File: src/rtl/alu_seq_if.sv
// alu_seq request/response bundle.
// master drives requests; slave is the ALU.
interface alu_seq_if #(
  parameter int WIDTH = 8
) ();
  logic               start;
  logic [2:0]         sel;
  logic [WIDTH-1:0]   a;
  logic [WIDTH-1:0]   b;
  logic               busy;
  logic               done;
  logic [2*WIDTH-1:0] y;
  logic               carry;
  logic               zero;
  logic               dbz;

  modport master (
    output start, sel, a, b,
    input  busy, done, y, carry, zero, dbz
  );

  modport slave (
    input  start, sel, a, b,
    output busy, done, y, carry, zero, dbz
  );
endinterface

File: src/rtl/alu_seq.sv
// Registered ALU: single-cycle logic/arith ops plus
// iterative shift-add MUL and restoring DIV.
module alu_seq #(
  parameter int WIDTH = 8
) (
  input  logic     clk,
  input  logic     rst_n,
  alu_seq_if.slave bus
);
  localparam int W  = WIDTH;
  localparam int W2 = 2 * WIDTH;
  localparam int CW = $clog2(WIDTH + 1);

  localparam logic [2:0] OP_ADD  = 3'b000;
  localparam logic [2:0] OP_SUB  = 3'b001;
  localparam logic [2:0] OP_MUL  = 3'b010;
  localparam logic [2:0] OP_DIV  = 3'b011;
  localparam logic [2:0] OP_AND  = 3'b100;
  localparam logic [2:0] OP_OR   = 3'b101;
  localparam logic [2:0] OP_NOT1 = 3'b110;
  localparam logic [2:0] OP_NOT2 = 3'b111;

  typedef enum logic {IDLE, ITER} state_t;

  state_t          state;
  logic [CW-1:0]   cnt;
  logic            op_mul;
  logic [W2-1:0]   acc;
  logic [W2-1:0]   opd;
  logic [W-1:0]    shr;

  logic [W:0]      sum;
  logic [W:0]      dif;
  logic [W2-1:0]   res1;
  logic            c1;
  logic            dz1;
  logic            go_iter;

  logic [W2-1:0]   acc_nx;
  logic [W2-1:0]   opd_nx;
  logic [W-1:0]    shr_nx;
  logic [W:0]      shl;
  logic [W:0]      trial;
  logic [W2-1:0]   res_it;

  always_comb begin
    sum     = {1'b0, bus.a} + {1'b0, bus.b};
    dif     = {1'b0, bus.a} - {1'b0, bus.b};
    res1    = '0;
    c1      = 1'b0;
    dz1     = 1'b0;
    go_iter = 1'b0;
    unique case (1'b1)
      (bus.sel == OP_ADD): begin
        res1 = {{(W-1){1'b0}}, sum};
        c1   = sum[W];
      end
      (bus.sel == OP_SUB): begin
        res1 = {{W{1'b0}}, dif[W-1:0]};
        c1   = dif[W];
      end
      (bus.sel == OP_MUL): go_iter = 1'b1;
      (bus.sel == OP_DIV): begin
        if (bus.b == '0) begin
          res1 = {bus.a, {W{1'b1}}};
          dz1  = 1'b1;
        end else begin
          go_iter = 1'b1;
        end
      end
      (bus.sel == OP_AND):  res1 = {{W{1'b0}}, bus.a & bus.b};
      (bus.sel == OP_OR):   res1 = {{W{1'b0}}, bus.a | bus.b};
      (bus.sel == OP_NOT1): res1 = {{W{1'b0}}, ~bus.a};
      (bus.sel == OP_NOT2): res1 = {{W{1'b0}}, ~bus.b};
      default: ;
    endcase
  end

  // MUL: acc += opd when multiplier LSB set.
  // DIV: acc low half is remainder, shr shifts
  // dividend out and quotient in, opd is divisor.
  always_comb begin
    shl   = {acc[W-1:0], shr[W-1]};
    trial = shl - {1'b0, opd[W-1:0]};
    if (op_mul) begin
      acc_nx = shr[0] ? acc + opd : acc;
      opd_nx = opd << 1;
      shr_nx = shr >> 1;
      res_it = acc_nx;
    end else begin
      opd_nx = opd;
      if (!trial[W]) begin
        acc_nx = {{W{1'b0}}, trial[W-1:0]};
        shr_nx = {shr[W-2:0], 1'b1};
      end else begin
        acc_nx = {{W{1'b0}}, shl[W-1:0]};
        shr_nx = {shr[W-2:0], 1'b0};
      end
      res_it = {acc_nx[W-1:0], shr_nx};
    end
  end

  always_ff @(posedge clk or negedge rst_n) begin
    if (!rst_n) begin
      state     <= IDLE;
      cnt       <= '0;
      op_mul    <= 1'b0;
      acc       <= '0;
      opd       <= '0;
      shr       <= '0;
      bus.busy  <= 1'b0;
      bus.done  <= 1'b0;
      bus.y     <= '0;
      bus.carry <= 1'b0;
      bus.zero  <= 1'b0;
      bus.dbz   <= 1'b0;
    end else begin
      bus.done <= 1'b0;
      case (state)
        IDLE: begin
          if (bus.start) begin
            if (go_iter) begin
              state    <= ITER;
              bus.busy <= 1'b1;
              cnt      <= CW'(W);
              acc      <= '0;
              op_mul   <= (bus.sel == OP_MUL);
              if (bus.sel == OP_MUL) begin
                opd <= {{W{1'b0}}, bus.a};
                shr <= bus.b;
              end else begin
                opd <= {{W{1'b0}}, bus.b};
                shr <= bus.a;
              end
            end else begin
              bus.y     <= res1;
              bus.carry <= c1;
              bus.zero  <= (res1 == '0);
              bus.dbz   <= dz1;
              bus.done  <= 1'b1;
            end
          end
        end
        ITER: begin
          acc <= acc_nx;
          opd <= opd_nx;
          shr <= shr_nx;
          cnt <= cnt - CW'(1);
          if (cnt == CW'(1)) begin
            state     <= IDLE;
            bus.busy  <= 1'b0;
            bus.done  <= 1'b1;
            bus.y     <= res_it;
            bus.carry <= 1'b0;
            bus.zero  <= (res_it == '0);
            bus.dbz   <= 1'b0;
          end
        end
        default: state <= IDLE;
      endcase
    end
  end
endmodule

File: src/flat_wrapper.sv
// flat-port wrapper written by rule: the top's interface ports become plain ports
module alu_seq_flat 
#(
  parameter int WIDTH = 8
)
  (clk, rst_n, bus_start, bus_sel, bus_a, bus_b, bus_busy, bus_done, bus_y, bus_carry, bus_zero, bus_dbz);
  alu_seq_if #(.WIDTH(WIDTH)) bus_i ();
  input  logic clk;
  input  logic rst_n;
  input wire logic [$bits(bus_i.start)-1:0] bus_start;
  input wire logic [$bits(bus_i.sel)-1:0] bus_sel;
  input wire logic [$bits(bus_i.a)-1:0] bus_a;
  input wire logic [$bits(bus_i.b)-1:0] bus_b;
  output wire logic [$bits(bus_i.busy)-1:0] bus_busy;
  output wire logic [$bits(bus_i.done)-1:0] bus_done;
  output wire logic [$bits(bus_i.y)-1:0] bus_y;
  output wire logic [$bits(bus_i.carry)-1:0] bus_carry;
  output wire logic [$bits(bus_i.zero)-1:0] bus_zero;
  output wire logic [$bits(bus_i.dbz)-1:0] bus_dbz;
  assign bus_i.start = bus_start;
  assign bus_i.sel = bus_sel;
  assign bus_i.a = bus_a;
  assign bus_i.b = bus_b;
  assign bus_busy = bus_i.busy;
  assign bus_done = bus_i.done;
  assign bus_y = bus_i.y;
  assign bus_carry = bus_i.carry;
  assign bus_zero = bus_i.zero;
  assign bus_dbz = bus_i.dbz;
  alu_seq #(.WIDTH(WIDTH)) u_core (.clk(clk), .rst_n(rst_n), .bus(bus_i));
endmodule
File: config.mk
export PLATFORM = sky130hd
export DESIGN_NAME = alu_seq_flat
export DESIGN_NICKNAME = d
export VERILOG_FILES = /design/src/rtl/alu_seq_if.sv /design/src/rtl/alu_seq.sv /design/src/flat_wrapper.sv
export SDC_FILE = /design/constraint.sdc
export NUM_CORES = 1
export LEC_CHECK = 0
export CORE_UTILIZATION = 45
export DETAILED_ROUTE_END_ITERATION = 10
export GPL_ROUTABILITY_DRIVEN = 0
export HOLD_SLACK_MARGIN = 0.05
export SLEW_MARGIN = 5
export SYNTH_ARGS = -nofsm -noshare
export SYNTH_HDL_FRONTEND = slang
export SYNTH_SLANG_ARGS = --single-unit
File: constraint.sdc
create_clock -name clk -period 7 [get_ports clk]
set_clock_uncertainty 0.05 [all_clocks]
set_input_delay 1.05 -clock clk [delete_from_list [all_inputs] [get_ports clk]]
set_output_delay 1.05 -clock clk [all_outputs]
set_load 0.01 [all_outputs]
==> impl_metrics.ini, run 1 <==
[layout]
most-common-layout-cells = 93 x sky130_fd_sc_hd__nand2_1, 83 x sky130_fd_sc_hd__a21oi_1, 66 x sky130_fd_sc_hd__dfrtp_1
layoutNonFillerInstCount = 943
fraction_of_layout_instances_using_a_drive_strength_above_1_pct = 5.58
final_common_cell = sky130_fd_sc_hd__nand2_1
num_antenna_cells = 0
p_r_area_growth_vs_syn_pct = 14.0
nNetsFinal = 842

[sta]
finalHoldViolations = 0
final_min_period_over_clock_period_pct = 59.6
timing.final.crit_period_ns = 4.17
rsz0062_at_grt = false
setup_viol_count_final = 0
timing.fmax_ghz = 0.240
finalMaxSlewViolations = 0
max_slew.worst_pin.slew_ns = 0.993
setup_total_negative_slack_ns = 0
slew-limit-headroom_pct = 33.6

[global_route]
globalRouteTotalUtil_pct = 27.3
grt_first_pass_wirelength_um = 28000
grt_overflow = 0
number_of_global_route_vias_before_repair = 5282
antenna_found_initial = 0
largest_net_degree_at_the_start_of_global_routing = 68

[synthesis]
async_flop_share_pct = 100
synthesis.instances = 747
synth_area_sq_um = 5960
yosys.area.top_type = sky130_fd_sc_hd__dfrtp_1
register_area_share_after_synthesis_pct = 28.1
synth_cell_type_count = 70
ys_warn_count = 0
synth_flop_cell = sky130_fd_sc_hd__dfrtp_1
synth.ff_latch_count = 67
syn_avg_cell_area_sq_um = 7.98
synth_fp_nets = 822
netlist_top_cells_area = sky130_fd_sc_hd__dfrtp_1 28%, sky130_fd_sc_hd__ha_1 10%, sky130_fd_sc_hd__a21oi_1 7.0%
synth-edff-count = 0
synth_top_area_share_pct = 28.1

[clock_network]
worst_setup_hold_path_clk_slew_ns = 0.06
clock-root-buffer = sky130_fd_sc_hd__clkbuf_16
tritoncts.num_buffers = 9
clock_tree.buffer_depth = 2
ctsHtreeMaxLevel = 3
cts_resized = 0
clock_sink_count = 67
cts_tree = built
cts.repair_timing.setup_buffer_count = 0
ctsHoldBuffers = 0
clock_latency_ns = 0.34

[die]
top_level_ports = 43
row_count = 41
die_x_um = 117
die_height_um = 117
design.die.area_sq_um = 13700
initial_utilization_pct = 46.7
core_region_area_sq_um = 12800

[setup_path]
worstReg2RegStart = u_core.shr[7]
crit-reg2reg-capture = u_core.bus.zero
reg2reg_slack_ns = 2.92
path_class = input port to flop
worst-endpoint-arrival_ns = 4.34
worstPathRequired_ns = 7.17
critPathCaptureType = flop
cp-start-kind = input port
cp_max_fo = 27
worst_reg_to_reg_path_cell_count = 13

[pwr]
pwr_density_cell_nw_per_um2 = 475
ir_drop_uv = 184
power.static_leakage_uw = 0.00299

[detailed_routing]
post_drt_wl_per_cell_um = 18.6
antenna_left = 0
drt-initial-drc-count = 384
detailroute.via_count = 5632
totalWireLength_um = 17600
drt-pass1-iter-count = 5
post_drt_via_cell_ratio = 5.97
route.detailed.drc = 0

[placement]
port_buffers = 42
dp_cells = 928
dpl.hpwl_um = 13200

[min_path]
hold_depth = 1
hold_path.class = flop to flop
holdPathEnd = u_core.acc[15]
worst_hold_startpoint = u_core.acc[15]

[flow_run]
max_cap_violations = 0

[status]
outcome = finished, final reports clean
[metrics by stage]
stage | hold WS, ns | total power (uW) | setup WS (ns) | util [%] | instance area, sq um
after floorplan | 0.416 | 2120 | 3.83 | - | 5960
after CTS | 0.451 | 3220 | 2.86 | 53.2 | 6800
final | 0.450 | 3230 | 2.83 | 53.2 | 6800
after global routing | 0.468 | 3460 | 2.50 | 53.2 | 6800
after detailed placement | 0.441 | 2710 | 2.51 | 50.8 | 6480
after global placement | 0.441 | 2680 | 2.51 | 50.8 | 6480
[sequential cells by signal (all words and copies together) (netlist names)]
register / cells
u_core.acc: 16
u_core.bus.busy: 1
u_core.bus.carry: 1
u_core.bus.dbz: 1
u_core.bus.done: 1
u_core.bus.y: 16
u_core.bus.zero: 1
u_core.cnt: 4
u_core.op_mul: 1
u_core.opd: 16
u_core.shr: 8
u_core.state: 1
[report_power, final]
group / leakage (uW) / switching [uW] / internal [uW] / total (uW)
Sequential: 0.000831 / 194 / 557 / 752
Combinational: 0.00201 / 1180 / 805 / 1990
Clock: 0.000154 / 171 / 318 / 489
[critical path, cell delays in order]
cell	delay, ns
sky130_fd_sc_hd__clkdlybuf4s50_1	0.74
sky130_fd_sc_hd__nand2b_1	0.36
sky130_fd_sc_hd__a31oi_1	0.45
sky130_fd_sc_hd__nand2_1	0.67
sky130_fd_sc_hd__nor2_1	0.53
sky130_fd_sc_hd__nor2_1	0.07
sky130_fd_sc_hd__buf_4	0.24
sky130_fd_sc_hd__a22o_1	0.20
[logic make-up after synthesis]
kind of cell | after synthesis | share of synthesized area [%]
simple gates | 227 | 17.3
mux | 33 | 6.67
flops | 67 | 28.1
buf+inv | 93 | 6.15
compound gates | 252 | 26.9
xor+xnor | 22 | 3.23
fa+ha+maj | 53 | 11.6
[layer usage]
layer	track usage (%)	up-vias	part of all wire (%)
met5	0	-	0
met4	9.62	0	2.4
met3	4.02	25	5.4
met2	45.2	187	48
met1	36.3	2690	45
li1	-	2730	-
[final cells by class]
| cell class | instances | area (sq um) |
|---|---|---|
| Timing Repair Buffer | 49 | 468 |
| Tap cell | 172 | 215 |
| Fill cell | 1186 | 5970 |
| Clock inverter | 5 | 77.6 |
| Inverter | 53 | 199 |
| Sequential cell | 67 | 1680 |
| Multi-Input combinational cell | 587 | 3920 |
| Clock buffer | 10 | 239 |
[synthesized netlist by cell type (10+ instances only)]
master,count
sky130_fd_sc_hd__clkbuf_1,31
sky130_fd_sc_hd__ha_1,49
sky130_fd_sc_hd__a211oi_1,18
sky130_fd_sc_hd__xnor2_1,12
sky130_fd_sc_hd__o22ai_1,14
sky130_fd_sc_hd__o211ai_1,10
sky130_fd_sc_hd__dfrtp_1,67
sky130_fd_sc_hd__xor2_1,10
sky130_fd_sc_hd__a22o_1,13
sky130_fd_sc_hd__inv_1,51
sky130_fd_sc_hd__mux2i_1,24
sky130_fd_sc_hd__o21ai_0,52
sky130_fd_sc_hd__a21oi_1,83
sky130_fd_sc_hd__nand3_1,17
sky130_fd_sc_hd__nor2_1,62
sky130_fd_sc_hd__nand2_1,93
sky130_fd_sc_hd__nand2b_1,11
[worst max path at each step]
stage,slack (ns),depth (start not counted),startpoint,to
after floorplan,3.83,12,bus_a[0],u_core.bus.zero
after global routing,2.50,9,bus_sel[1],u_core.opd[7]
after CTS,2.86,8,bus_sel[2],u_core.opd[15]
after global placement,2.51,8,bus_sel[2],u_core.opd[9]
after detailed placement,2.51,8,bus_sel[2],u_core.opd[12]
final,2.83,8,bus_sel[2],u_core.opd[15]
Power figures use the tool's default switching activity.
==> run 2, diff against run 1 <==
PLACE_DENSITY = 0.66   (was unset)
clock period = 3.8 ns   (was 7 ns; I/O delays follow)
==> run 2 against run 1 <==
Compared with the run above: hold slack worse by 0.28 ns; largest cell class unchanged; sequential share of layout area is 0.54 points lower; count of clock-buffer cells in the layout is the same; die area did not move; critical path depth increased by 5; critical path type is now flop to flop; clock power grew 86%; global-route usage up 0.91 points; via count grew 3.6%; total power up 87%; register-to-register slack got worse by 2.7 ns.
==> impl_metrics.ini, run 2 (synthesis results as in run 1) <==
[detailed_routing]
post_drt_wl_per_cell_um = 18.9
post_drt_via_cell_ratio = 6.05
drt-initial-drc-count = 589
detailroute.via_count = 5835
totalWireLength_um = 18300
drt-pass1-iter-count = 5
route.detailed.drc = 0
antenna_left = 0

[layout]
nNetsFinal = 862
num_antenna_cells = 0
reg_top3 = u_core.acc x16, u_core.bus.y x16, u_core.opd x16
fillCellCount = 1181
most-common-layout-cells = 93 x sky130_fd_sc_hd__nand2_1, 83 x sky130_fd_sc_hd__a21oi_1, 66 x sky130_fd_sc_hd__dfrtp_1
fraction_of_layout_instances_using_a_drive_strength_above_1_pct = 7.95
ff_latch_area_sq_um = 1680
final_common_cell = sky130_fd_sc_hd__nand2_1
p_r_area_growth_vs_syn_pct = 16.6
multi_input_comb_area_sq_um = 3920

[sta]
timing.final.crit_period_ns = 3.62
hold_slack_ns = 0.169
rsz0062_at_grt = false
setup_total_negative_slack_ns = 0
finalHoldViolations = 0
slew-limit-headroom_pct = 41.3
finalMaxSlewViolations = 0
timing.fmax_ghz = 0.277
final_min_period_over_clock_period_pct = 95.2
setup_viol_count_final = 0
max_slew.worst_pin.slew_ns = 0.858

[die]
design.die.area_sq_um = 13700
row_count = 41
initial_utilization_pct = 46.7
top_level_ports = 43
die_height_um = 117
die_x_um = 117
core_region_area_sq_um = 12800

[clock_network]
clock_sink_count = 67
clock_latency_ns = 0.34
clock-root-buffer = sky130_fd_sc_hd__clkbuf_16
cts_tree = built
tritoncts.num_buffers = 9
clock_tree.buffer_depth = 2
ctsHtreeMaxLevel = 3
ctsHoldBuffers = 0
cts.repair_timing.setup_buffer_count = 0
worst_setup_hold_path_clk_slew_ns = 0.06
cts_resized = 0

[placement]
port_buffers = 42
dpl.hpwl_um = 14100

[min_path]
hold_path.class = input port to async pin

[setup_path]
worstPathRequired_ns = 4.02
critPathCaptureType = flop
crit_slowest_cell = sky130_fd_sc_hd__fa_1
worst-endpoint-arrival_ns = 3.83
cpPeakStageDelay_ns = 0.47
cp-start-kind = flop
reg2reg_slack_ns = 0.18
cp_max_fo = 10
path_class = flop to flop
crit_chain = inv_1 > ha_1 > inv_1 > fa_1 > a21o_1 > a311o_1 > a211oi_4 > mux2_1 > o22ai_1 > nand4b_1 > nor4_1 > nand4b_1 > o21ai_1

[pwr]
total_power_uw = 6030
power.static_leakage_uw = 0.00309
ir_drop_uv = 394
pwr_density_cell_nw_per_um2 = 868

[global_route]
globalRouteTotalUtil_pct = 28.2
grt_first_pass_wirelength_um = 29000
antenna_found_initial = 0
grt_overflow = 0
largest_net_degree_at_the_start_of_global_routing = 63
number_of_global_route_vias_before_repair = 5475

[status]
outcome = finished, final reports clean

[flow_run]
max_cap_violations = 0
run 2: changes by cell type in the layout (fill, tap and decap cells not counted), sizes merged:
cell / change
clkinvlp: +1
buf: +20
inv: +1
clkinv: -1
run 2: layer usage:
| metal | share of wire, % | global-route usage [%] | vias to the layer above | wire length [um] |
|---|---|---|---|---|
| met5 | 0 | 0 | - | 0 |
| met3 | 6.6 | 4.17 | 47 | 1200 |
| met1 | 42 | 36.5 | 2784 | 7660 |
| li1 | - | - | 2782 | - |
| met2 | 48 | 47.1 | 222 | 8810 |
| met4 | 3.2 | 11.6 | 0 | 590 |
run 2: worst paths after layout:
check / start / to / cells after the start
min reg2reg: u_core.bus.busy / u_core.bus.busy / 1
max: u_core.shr[7] / u_core.bus.zero / 13
min: rst_n / u_core.shr[3] / 1
min in group clk: u_core.bus.busy / u_core.bus.busy / 1
max in group asynchronous: rst_n / u_core.bus.y[14] / 2
max reg2reg: u_core.shr[7] / u_core.bus.zero / 13
run 2: worst max-delay path, delay by kind of cell (launching register included):
kind,cells,cell delay (ns)
AND/OR/NAND/NOR,3,0.47
multiplexers,1,0.41
adder cells (fa/ha/maj),2,0.63
AO/OA/AOI/OAI,5,1.45
flip-flops,1,0.41
buffers and inverters,2,0.13
run 2: power by group:
part / switching (uW) / internal [uW] / leakage [uW]
Clock: 335 / 576 / 0.000149
Sequential: 344 / 1030 / 0.000831
Combinational: 2190 / 1560 / 0.00211
run 2: layout make-up:
type	instances	share of cell area, %
multi-input combinational	587	56.4
sequential	67	24.1
clock inverter	6	1.28
clock buffer	10	3.29
tap	172	3.10
inverter	53	2.86
timing repair buffer	69	8.89
run 2: per-stage QoR:
stage	cell area [sq um]	instances	worst slack [ns]	utilization, %
2_1_floorplan	5960	747	0.690	-
3_3_place_gp	6630	948	0.314	51.9
3_5_place_dp	6630	948	0.265	51.9
4_1_cts	6950	964	0.233	54.4
5_1_grt	6950	964	0.00390	54.4
6_report	6950	964	0.184	54.4
